==> src/rtl/rw_stage_pipe.sv <==
// rw_stage_pipe: registered register-writeback stage of the 5-stage pipeline.
// Takes one retiring instruction per cycle from MA, picks the writeback value
// (load data, call link address or ALU result) and drives the regfile write port
// one cycle later. A load whose data has not arrived parks the stage in WAIT_LD
// and stalls MA until the data shows up or the wait times out.
module rw_stage_pipe #(
    parameter int XLEN       = 32,
    parameter int RADDR_W    = 4,
    parameter int RD_LSB     = 22,
    parameter int PC_STEP    = 4,
    parameter int LD_TIMEOUT = 16,
    parameter int ZERO_REG   = 0,
    parameter int CNT_W      = 32
) (
    input  logic               clk,
    input  logic               rst,
    input  logic               ma_valid,
    output logic               rw_ready,
    input  logic [XLEN-1:0]    pc_in,
    input  logic [XLEN-1:0]    alu_result,
    input  logic [31:0]        inst_in,
    input  logic [21:0]        control_in,
    input  logic [XLEN-1:0]    ld_result,
    input  logic               ld_valid,
    output logic               wb_en,
    output logic [RADDR_W-1:0] wb_addr,
    output logic [XLEN-1:0]    wb_data,
    output logic               ld_err,
    output logic [CNT_W-1:0]   retire_cnt
);

    localparam int TMR_W = $clog2(LD_TIMEOUT);
    localparam logic [RADDR_W-1:0] LINK_REG   = '1;
    localparam logic [TMR_W-1:0]   TIMER_LAST = TMR_W'(LD_TIMEOUT - 1);

    typedef enum logic {
        IDLE,
        WAIT_LD
    } state_t;

    state_t             state;
    logic [TMR_W-1:0]   timer;
    logic [RADDR_W-1:0] wait_addr;
    logic               wait_we;

    logic               in_ld;
    logic               in_wb;
    logic               in_call;
    logic [RADDR_W-1:0] in_rd;
    logic [RADDR_W-1:0] in_addr;
    logic [XLEN-1:0]    in_data;
    logic               in_we;
    logic               transfer;
    logic               unused_bits;

    // Only a few instruction and control bits matter to this stage; the rest are
    // folded here so they are visibly consumed.
    assign unused_bits = ^{inst_in, control_in, pc_in};

    // Decode of the instruction MA is presenting: the writeback value follows
    // the priority load > call link > ALU, and calls always write the link register.
    assign in_ld    = control_in[1];
    assign in_wb    = control_in[6];
    assign in_call  = control_in[8];
    assign in_rd    = inst_in[RD_LSB +: RADDR_W];
    assign in_addr  = in_call ? LINK_REG : in_rd;
    assign in_data  = in_ld   ? ld_result
                    : in_call ? pc_in + XLEN'(PC_STEP)
                    :           alu_result;
    assign in_we    = in_wb && !((ZERO_REG != 0) && (in_addr == '0));
    assign transfer = ma_valid && rw_ready;

    // Writeback FSM: all outputs are registered. While a load is outstanding only
    // the destination and write enable are kept, since the data always comes from
    // ld_result when it finally arrives.
    always_ff @(posedge clk) begin
        if (rst) begin
            state      <= IDLE;
            rw_ready   <= 1'b1;
            timer      <= '0;
            wait_addr  <= '0;
            wait_we    <= 1'b0;
            wb_en      <= 1'b0;
            wb_addr    <= '0;
            wb_data    <= '0;
            ld_err     <= 1'b0;
            retire_cnt <= '0;
        end else begin
            case (state)
                IDLE: begin
                    if (transfer) begin
                        if (in_ld && !ld_valid) begin
                            state     <= WAIT_LD;
                            rw_ready  <= 1'b0;
                            timer     <= '0;
                            wait_addr <= in_addr;
                            wait_we   <= in_we;
                            wb_en     <= 1'b0;
                        end else begin
                            wb_en      <= in_we;
                            wb_addr    <= in_addr;
                            wb_data    <= in_data;
                            retire_cnt <= retire_cnt + CNT_W'(1);
                        end
                    end else begin
                        wb_en <= 1'b0;
                    end
                end
                WAIT_LD: begin
                    if (ld_valid) begin
                        state      <= IDLE;
                        rw_ready   <= 1'b1;
                        wb_en      <= wait_we;
                        wb_addr    <= wait_addr;
                        wb_data    <= ld_result;
                        retire_cnt <= retire_cnt + CNT_W'(1);
                    end else if (timer == TIMER_LAST) begin
                        state    <= IDLE;
                        rw_ready <= 1'b1;
                        ld_err   <= 1'b1;
                        wb_en    <= 1'b0;
                    end else begin
                        timer <= timer + TMR_W'(1);
                        wb_en <= 1'b0;
                    end
                end
                default: begin
                    state    <= IDLE;
                    rw_ready <= 1'b1;
                    wb_en    <= 1'b0;
                end
            endcase
        end
    end

endmodule
==> config.mk <==
export PLATFORM = sky130hd
export DESIGN_NAME = rw_stage_pipe
export DESIGN_NICKNAME = d
export VERILOG_FILES = /design/src/rtl/rw_stage_pipe.sv
export SDC_FILE = /design/constraint.sdc
export NUM_CORES = 1
export LEC_CHECK = 0
export ABC_AREA = 1
export BUFFER_PORTS_ARGS = -buffer_cell sky130_fd_sc_hd__buf_2
export CAP_MARGIN = 30
export CORE_ASPECT_RATIO = 0.5
export CORE_UTILIZATION = 40
export DETAILED_ROUTE_END_ITERATION = 12
export PLACE_DENSITY = 0.69
export SYNTH_ARGS = -nofsm -noshare
export SYNTH_HDL_FRONTEND = slang
export SYNTH_SLANG_ARGS = --single-unit
==> constraint.sdc <==
create_clock -name clk -period 1.9 [get_ports clk]
set_input_delay 0.095 -clock clk [delete_from_list [all_inputs] [get_ports clk]]
set_output_delay 0.095 -clock clk [all_outputs]
set_load 0.01 [all_outputs]
---- Yosys cells after proc, flatten, opt, wreduce, memory -nomap -nowiden ----
Cells that the tools add are included.
operators by class
  add/subtract/negate cells ............... 3
  equality and inequality tests ........... 8
  bitwise gates (word level) .............. 2
  muxes and demuxes ....................... 34
  reductions and logical operators ........ 8
operator list
  operator                 count
  $mux W32                 8
  $pmux W32 S2             2
  $add A32 B1 Y32 const B  1
  $add A32 B3 Y32 const B  1
  $mux W4                  8
  $pmux W4 S2              2
  $ne A2 B2 Y1 const B     6
  $reduce_and A3 Y1        4
  $mux W1                  11
  $pmux W1 S2              3
  $add A4 B1 Y4 const B    1
  $eq A4 B4 Y1 const B     1
  $reduce_and A4 Y1        1
  $ne A3 B2 Y1 const B     1
  $logic_and A1 B1 Y1      2
  $not A1 Y1               2
  $logic_not A1 Y1         1
word-level totals
  output and inout bits ................... 71
  register bits ........................... 81

---- Logic depth before layout (Yosys ltp) ----
  depth after elaboration ................. 6
  depth in mapped cells ................... 12
  depth with buffers taken out ............ 11

---- Worst setup path before layout ----
OpenSTA, ideal clock, no wires.
  path type ............................... register to register
  from .................................... reg retire_cnt[1]
  to ...................................... reg retire_cnt[18]
  clock period less this slack ............ 1.538 ns
  data required time ...................... 1.785 ns
  path buffers ............................ 0
  path slack .............................. 0.362 ns
  arrival ................................. 1.422 ns
  stages on the path, launching flop included .. 10
  cells stage by stage .................... dfxtp_1 > ha_1 > inv_1 > nor2_1 > nand3_2 > nor2_4 > nand2_2 > nor2_2 > nand2_1 > and3_1
on the way
  word-level cells in the longest chain between the ends .. 4
ends and longest elaborated chain
  element                 line      text
  from (decl)             29        output logic [CNT_W-1:0] retire_cnt
  from (signal assigned)  103       retire_cnt <= retire_cnt + CNT_W'(1);
  from (signal assigned)  116       retire_cnt <= retire_cnt + CNT_W'(1);
  $add A32 B1 Y32 (*)     103, 116
  $mux W32                92        if (in_ld && !ld_valid) begin
  $mux W32                91        if (transfer) begin
  $pmux W32 S2 (*)        89        case (state)
Mark *: on every way between the ends. The rest lies on a longest branch, timed or not. The select of a mux whose other input is x is not followed.
A chain may end at the register's enable or synchronous reset.

---- Worst setup path in the final report ----
Ends and elaborated chain as after synthesis.

==> impl_metrics.py <==
metrics = {
    "power": {
        "power_uw": 4440,
        "p_leak_uw": 0.002956,
        "ir_worst_vdd_mv": 0.4024,
        "pwr_density_cell_nw_per_um2": 687.5,
    },
    "setup_path": {
        "worstRegToRegCells": 9,
        "cp_slowest_cell": "dfxtp_1",
        "critPathRequiredTime_ns": 2.13,
        "path_max_fanout": 4,
        "regToRegStartpoint": "retire_cnt[1]",
        "critical_path_class": "reg -> reg",
        "cp_slowest_stage_delay_ns": 0.37,
        "cp-start-kind": "register",
        "crit_path_cell_trace": "ha_1, inv_1, nor2_2, nand3_2, nor2_4, nand2_2, nor2_2, nand2_1, and3_1",
        "r2r_setup_slack_ns": 0.26,
        "worst_setup_path_end_kind": "register",
        "arrival_ns": 1.88,
        "regToRegEndpoint": "retire_cnt[18]",
        "crit_top_cell": "nor2_2",
    },
    "die": {
        "initial_core_util_pct": 42.10,
        "core_area_um2": 12120,
        "rows": 28,
        "die_h_um": 81.87,
        "die_area_um2": 13240,
        "ioPinCount": 225,
        "dieWidth_um": 161.7,
    },
    "outcome": {
        "status": "completed",
    },
    "sta": {
        "tightest_slew_ns": 0.5089,
        "post-route-period-util_pct": 86.58,
        "fin_crit_ns": 1.645,
        "setup_viol": 0,
        "skew_ns": 0.006923,
        "hold_viol": 0,
        "rsz0062_at_grt": "no",
        "relSlewSlack_pct": 66.07,
        "layout_setup_ws_ns": 0.2550,
        "finalMaxSlewViolations": 0,
        "fmax_mhz": 607.9,
        "setup_tns_ns": 0,
    },
    "logic_synthesis": {
        "syn_inst": 852,
        "ys_seq_area_share_pct": 31.77,
        "synth_area_um2": 5104,
        "yosys_warnings": 0,
        "synth_seq_cells": 81,
        "synth_area_per_cell_um2": 5.990,
        "synth_nets": 1009,
        "yosysUniqueCellTypes": 35,
    },
    "clock_network": {
        "path_clk_slew_ns": 0.07,
        "clkLatencyLatePin_ns": 0.33,
        "cts_max_level": 3,
        "cts_sinks": 81,
        "cts_hold_buf": 0,
        "root_buffer": "clkbuf_16",
        "cts_tree": "done",
        "cts_buffer_depth": 2,
        "numCtsBuffers": 9,
    },
    "global_routing": {
        "grt_pass1_vias": 5164,
        "grt-ovfl-total": 0,
        "grt_first_pass_wirelength_um": 24580,
        "antenna_found_initial": 0,
        "grt_start_max_net_pins": 43,
        "grt_usage_pct": 22.96,
    },
    "routing": {
        "dr_total_vias": 5842,
        "drt_iter0_markers": 285,
        "ant_nets": 0,
        "drc_errors": 0,
        "drt-wirelength-per-cell_um": 12.80,
        "routed_wl_um": 15180,
        "firstDrtPassIters": 5,
        "viasPerCell": 4.926,
    },
    "job": {
        "maxCapViolCount": 0,
    },
    "place": {
        "hpwl_um": 11400,
        "dp_slack_ns": 0.2052,
        "port_buffers": 177,
        "finalWeightedCongestion": 0.8856,
    },
    "finish": {
        "syn_to_final_growth_pct": 26.53,
        "drive_gt1_share_pct": 22.53,
        "fin_util_pct": 53.27,
        "antenna_cells": 0,
        "fin_nets": 1174,
    },
    "min_path": {
        "min-delay-start": "control_in[6]",
        "min_path_type": "in -> reg",
        "holdPathStages": 3,
        "holdPathEnd": "wait_we",
    },
}
==> worst max path at each step <==
stage	startpoint	to	slack (ns)	depth (start not counted)
2_1_floorplan	retire_cnt[1]	retire_cnt[18]	0.36	9
3_3_place_gp	retire_cnt[1]	retire_cnt[24]	0.29	8
3_5_place_dp	retire_cnt[1]	retire_cnt[24]	0.21	8
4_1_cts	retire_cnt[1]	retire_cnt[24]	0.19	8
5_1_grt	retire_cnt[1]	retire_cnt[22]	0.06	11
6_report	retire_cnt[1]	retire_cnt[18]	0.26	9
==> worst max-delay path, delay by kind of cell, from the launching register on <==
kind                       cells  cell delay, ns
DFF                            1            0.37
buffers and inverters          1            0.07
adders and majority gates      1            0.21
and+or+nand+nor                7            0.89
==> cell type report <==
cell class	instances	area, µm²
clock buffers	9	225.2
clock inverters	6	93.84
fillers	1290	5664
inverters	68	255.2
multi-input cells	671	3089
flip-flops and latches	81	1622
well taps	165	206.4
repair buffers	186	965.9
==> state kept, by name, indices dropped and copies added (netlist names) <==
signal and cells:
ld_err 1, wait_addr 4, retire_cnt 32, wb_en 1
wait_we 1, rw_ready 1, wb_addr 4, timer 4
wb_data 32, state 1
==> logic make-up after synthesis <==
family          count (synthesis)  synth area share [%]
buf+inv                       100                 7.845
fa+ha+maj                       3                0.7356
xor+xnor                       12                 2.059
compound gates                171                 17.33
simple gates                  485                 40.26
flops                          81                 31.77
==> Yosys cell counts <==
library cell	n	area (µm²)
nand2_1	220	825.8
nor2_1	166	623.1
inv_1	64	240.2
nand3_1	53	265.3
nor3_2	1	10.01
buf_2	7	35.03
inv_2	4	15.01
ha_1	3	37.54
a31oi_1	6	37.54
o21bai_4	1	18.77
dfxtp_1	81	1622
o21a_1	1	7.510
nand4_1	8	50.05
and3_1	2	12.51
clkbuf_2	1	5.000
buf_6	2	22.52
nand2_4	1	11.26
a211oi_1	1	7.510
a21oi_1	90	450.4
nor2_4	4	45.04
buf_1	2	7.510
nand3b_1	5	37.54
nand3_2	2	20.02
o21ai_0	71	355.3
nor2_8	1	20.02
o211ai_1	1	7.510
or2_0	3	18.77
nor3b_1	1	7.510
xor2_1	7	61.31
xnor2_1	5	43.79
clkbuf_1	20	75.07
or2_2	3	18.77
nor3_1	4	20.02
nor2_2	8	50.05
nand2_2	3	18.77
==> through the flow <==
stage	hold WS (ns)	instances	instance area, µm²
2_1_floorplan	0.1735	852	5104
3_3_place_gp	0.3679	1171	6131
3_5_place_dp	0.3776	1171	6131
4_1_cts	0.02082	1186	6450
5_1_grt	0.02759	1186	6457
6_report	0.03084	1186	6457
==> metal layers <==
metal,vias to the layer above,share of wire [%],GRT usage (%)
li1,3067,-,-
met1,2606,48,30.36
met2,153,46,38.79
met3,16,4.9,4.646
met4,0,1.1,5.283
met5,-,0,0
==> cells in the final DEF (no fill, tap or decap), types with 6 or more instances in the layout <==
| cell | n |
|---|---|
| nor2_2 | 8 |
| nand4_1 | 8 |
| a21oi_1 | 90 |
| a31oi_1 | 6 |
| nor2_1 | 165 |
| buf_2 | 177 |
| buf_4 | 8 |
| xor2_1 | 7 |
| nand2_1 | 220 |
| nand3_1 | 53 |
| inv_1 | 64 |
| o21ai_0 | 71 |
| clkbuf_16 | 9 |
| dfxtp_1 | 81 |
==> power by group <==
group	total, µW	switching, µW	leakage (µW)	internal, µW
logic	732	446	0.00214	286
clock network	1880	726	0.000152	1150
registers	1830	42.9	0.000662	1790
total	4440	1210	0.00296	3220
==> repair_timing <==
item | in CTS | in global routing
setup buffers | 0 | 0
gates resized for setup | 0 | 2
setup endpoints to repair | 0 | 3
(Power assumes the default switching activity.)
